$ cat config.mk
export PLATFORM = sky130hd
export DESIGN_NAME = adder_checker_lfsr
export DESIGN_NICKNAME = d
export VERILOG_FILES = /design/src/rtl/adder_test_pkg.sv /design/src/rtl/adder_checker_lfsr.sv
export SDC_FILE = /design/constraint.sdc
export NUM_CORES = 1
export LEC_CHECK = 0
export ABC_CLOCK_PERIOD_IN_PS = 1850
export BUFFER_PORTS_ARGS = -buffer_cell sky130_fd_sc_hd__buf_2
export CORE_UTILIZATION = 52
export CTS_CLUSTER_SIZE = 40
export DETAILED_ROUTE_END_ITERATION = 8
export PLACE_DENSITY = 0.8
export SLEW_MARGIN = 15
export SYNTH_ARGS = -nofsm -noshare
export SYNTH_HDL_FRONTEND = slang
export SYNTH_SLANG_ARGS = --single-unit
$ cat constraint.sdc
create_clock -name clk -period 1.85 [get_ports clk]
set_input_delay 0.0925 -clock clk [delete_from_list [all_inputs] [get_ports clk]]
set_output_delay 0.0925 -clock clk [all_outputs]
set_load 0.1 [all_outputs]
$ cat src/rtl/adder_test_pkg.sv
// Shared types and constants for the 16-bit adder self-test engine.
// Holds the FSM encoding, directed operand table and LFSR polynomial.
package adder_test_pkg;

    typedef enum logic [2:0] {
        S_IDLE,
        S_LOAD,
        S_SETTLE,
        S_CHECK,
        S_DONE
    } state_t;

    typedef struct packed {
        logic [15:0] a;
        logic [15:0] b;
    } operand_pair_t;

    localparam int DIRECTED_COUNT = 4;

    localparam operand_pair_t DIRECTED [DIRECTED_COUNT] = '{
        '{a: 16'h3333, b: 16'h4444},
        '{a: 16'h8888, b: 16'h8888},
        '{a: 16'h6789, b: 16'hABCD},
        '{a: 16'h1234, b: 16'h5678}
    };

    // x^16 + x^14 + x^13 + x^11 + 1, right-shifting Galois form
    localparam logic [15:0] LFSR_MASK = 16'hB400;

    function automatic logic [15:0] lfsr_next(input logic [15:0] v);
        return v[0] ? ((v >> 1) ^ LFSR_MASK) : (v >> 1);
    endfunction

    function automatic logic [1:0] count_fails(input logic [2:0] f);
        return {1'b0, f[0]} + {1'b0, f[1]} + {1'b0, f[2]};
    endfunction

endpackage

$ cat src/rtl/adder_checker_lfsr.sv
// 16-bit Galois LFSR operand generator.
// Reset and load both return the register to its seed.
import adder_test_pkg::*;

module adder_checker_lfsr #(
    parameter logic [15:0] SEED = 16'h0001
) (
    input  logic        clk,
    input  logic        rst_n,
    input  logic        load,
    input  logic        step,
    output logic [15:0] value
);

    // seed load wins over stepping so a new run always starts clean
    always_ff @(posedge clk or negedge rst_n) begin
        if (!rst_n) begin
            value <= SEED;
        end else if (load) begin
            value <= SEED;
        end else if (step) begin
            value <= lfsr_next(value);
        end
    end

endmodule

# --- Word level (Yosys, flattened, before mapping) ---
# Index checks and enable logic that the tools add are counted.
totals:
  reg_bits: 16
  in_bits: 4
  elab_cells: 6
classes:
  mux: 3
  bitwise_logic: 1
  reduce_logical: 1
ops:
  columns: ["op", "count"]
  rows:
  - ["$mux 16", 3]
  - ["$not 3->4", 1]
  - ["$reduce_bool 2->1", 1]

# --- Depth between registers and ports, before layout ---
logic_depth:
  word_depth: 4
  mapped_depth: 4

# --- Worst setup path after synthesis ---
# OpenSTA, ideal clock, no wires.
synth_timing:
  path_type: "register to register"
  startpoint: "reg value[14]"
  endpoint: "reg value[13]"
  n_path_buf: 0
  setup_time_ns: 0.087
  path_slack_ns: 0.435
  stages_incl_launch_ff: 3
  synth_period_minus_slack_ns: 1.415
  t_arrival_ns: 1.328
  cell_sequence: "dfrtp_1 xnor2_1 a211oi_2"
synth_via:
  elab_chain_len: 4
synth_rtl:
  columns: ["item", "line_no", "text"]
  rows:
  - ["start, declared", "adder_checker_lfsr.sv:12", "output logic [15:0] value"]
  - ["start signal, assigned", "adder_checker_lfsr.sv:22", "value <= lfsr_next(value);"]
  - ["$not 3->4 (no source line)", null, null]
  - ["$mux 16 (*)", "adder_test_pkg.sv:31", "return v[0] ? ((v >> 1) ^ LFSR_MASK) : (v >> 1);"]
  - ["$mux 16 (*)", "adder_checker_lfsr.sv:21", "end else if (step) begin"]
  - ["$mux 16 (*)", "adder_checker_lfsr.sv:19", "end else if (load) begin"]
# Mark *: on every way between the ends. The rest lies on a longest branch, timed or not. The select of a mux whose other input is x is not followed.
# A chain may end at the register's enable or synchronous reset.

# --- Worst setup path after layout ---
layout_timing:
  startpoint: "reg value[0]"
  endpoint: "out value[0]"
# No word-level cell between the ends.

==> results.cfg <==
[power]
power_uw = 729
irDropWorstVdd_uv = 643
leakagePower_nw = 0.445
power.density_nw_per_um2 = 892

[timing]
hold_viol_final = 0
max-slew-margin-rel_pct = 66.6
rsz0062_at_grt = false
finalSetupTns_ns = 0
drv_slew = 0
skew_ns = 0.000453
tightest_slew_ns = 0.502
max_freq_mhz = 705
finalCritPeriodShare_pct = 76.7
finalCriticalPeriod_ns = 1.42
setup_viol = 0

[route]
dr.pass1.iters = 4
routed_wl_um = 1090
ant_nets = 0
via_per_inst = 5.08
initialDrtViolationCount = 6
wl_per_cell_um = 12.2
drc = 0
vias = 452

[die]
start_util_pct = 59.8
fp.dieW_um = 38.9
dieHeight_um = 38.9
num_rows = 12
dieArea_um2 = 1520
ios = 20
core_um2 = 1190

[clocking]
path_clk_slew_ns = 0.09
clock_path_buffers = 2
cts_resized = 0
h-tree-depth = 1
cts_buffers = 3
cts_tree = yes
cts_root_buf = clkbuf_4
cts.sinks = 16
insertion_delay_ns = 0.28

[finish]
final_nets = 80
largest_register = value
insertedDiodeCount = 0
layout.cells.most_common_list = buf_2 (19), dfrtp_1 (15), mux2i_1 (12), nor2_1 (12)
fill_cells = 93
top_regs = value x16
largest_register_ffs = 16
area_growth_pct = 15.2
layout_commonest_cell = buf_2
drive_gt1_share_pct = 41.3

[setup_path]
reg2reg_depth = 2
reg2reg_to = value[13]
cp_max_fo = 6
arrival_ns = 1.33
crit_chain = buf_2
crit_start = value[0]
r2r_start = value[0]
startpoint_type = flop
crit_family = flip-flops
path_class = flop to primary output
crit_end = value[0]
cp.required_ns = 1.76
crit_slowest_cell = dfstp_2
critical_path_cell_count = 1
max_stage_delay_ns = 0.60
end_kind = primary output
worstPathBufferInverterCount = 1
reg2reg_slack_ns = 0.86

[grt]
grt_pass1_wl_um = 1780
antenna_found_initial = 0
track_usage_pct = 18.3
grt_pass1_vias = 411
grt_max_degree = 21
overflow = 0

[hold_path]
whs_path_depth = 2
holdCritPathClass = input pin to flop

[placement]
io_buffers = 19
gp_congestion = 0.659
dp_hpwl_um = 749

[logic_synthesis]
ys_warn_count = 0
ys_types = 13
syn_area_um2 = 709
synth.ff_latch_count = 16
synth_cells = 55
synth_area_per_cell_um2 = 12.9
synth_nets = 59
synth_seq_area_share_pct = 56.6

[job]
drv_cap = 0

[status]
status = finished, final reports clean
-- synth_stat cells (all sizes together) --
cell type / number / area share [%]
a211o: 1 / 1.4
a211oi: 3 / 5.3
and2b: 1 / 1.2
buf: 3 / 5.1
clkbuf: 1 / 0.70
dfrtp: 15 / 53
dfstp: 1 / 3.7
mux2i: 12 / 17
nor2: 15 / 9.0
xnor2: 3 / 3.7
-- metal layers --
metal	share of wire, %	up-vias	track usage (%)
met3	4.3	2	3.47
met5	0	-	0
li1	-	225	-
met4	0.92	0	12.9
met1	52	213	24.6
met2	43	12	26.3
-- where the power goes --
group	total (mW)	switching (mW)	internal, mW
combinational	0.166	0.131	0.0349
clock	0.187	0.103	0.0835
sequential	0.376	0.0129	0.363
total	0.729	0.247	0.482
-- worst min-delay path by stage --
| stage | slack [ns] | endpoint | start |
|---|---|---|---|
| floorplan | -0.20 | value[10] | rst_n |
| global placement | 0.02 | value[14] | rst_n |
| detailed placement | 0.02 | value[14] | rst_n |
| CTS | 0.17 | value[10] | load |
| global route | 0.19 | value[8] | load |
| finish | 0.17 | value[4] | load |
-- cell families after synthesis --
| logic type | count (synthesis) | synth area share, % |
|---|---|---|
| compound gates | 4 | 6.70 |
| xor+xnor | 3 | 3.70 |
| buf+inv | 4 | 5.82 |
| flops | 16 | 56.6 |
| mux | 12 | 16.9 |
| simple gates | 16 | 10.2 |
-- final cells by class --
class | count | area (um2) | area share [%]
sequential | 16 | 402 | 49.2
multi-input combinational | 35 | 267 | 32.6
timing repair buffer | 20 | 105 | 12.9
clock buffer | 4 | 26.3 | 3.22
tap | 14 | 17.5 | 2.14
-- through the flow --
stage               hold slack [ns]  util (%)  instances  instance area, um2  setup slack (ns)
finish                        0.172      68.9         89                 817             0.431
global route                  0.185      68.9         89                 817             0.396
CTS                           0.167      68.9         89                 817             0.422
detailed placement           0.0209      65.8         84                 781             0.692
global placement             0.0186      65.8         84                 781             0.697
floorplan                    -0.203         -         55                 709             0.435
-- worst reg2reg max path, delay by kind of cell (launching register included) --
kind / cells / cell delay (ns)
compound gates: 1 / 0.22
xor+xnor: 1 / 0.09
flops: 1 / 0.60
-- timing repair --
item	CTS	global route
buffers inserted	0	0
endpoints found under the hold margin	15	0
endpoints found under the setup margin	0	0
hold buffers	1	0
(Power assumes the default switching activity.)
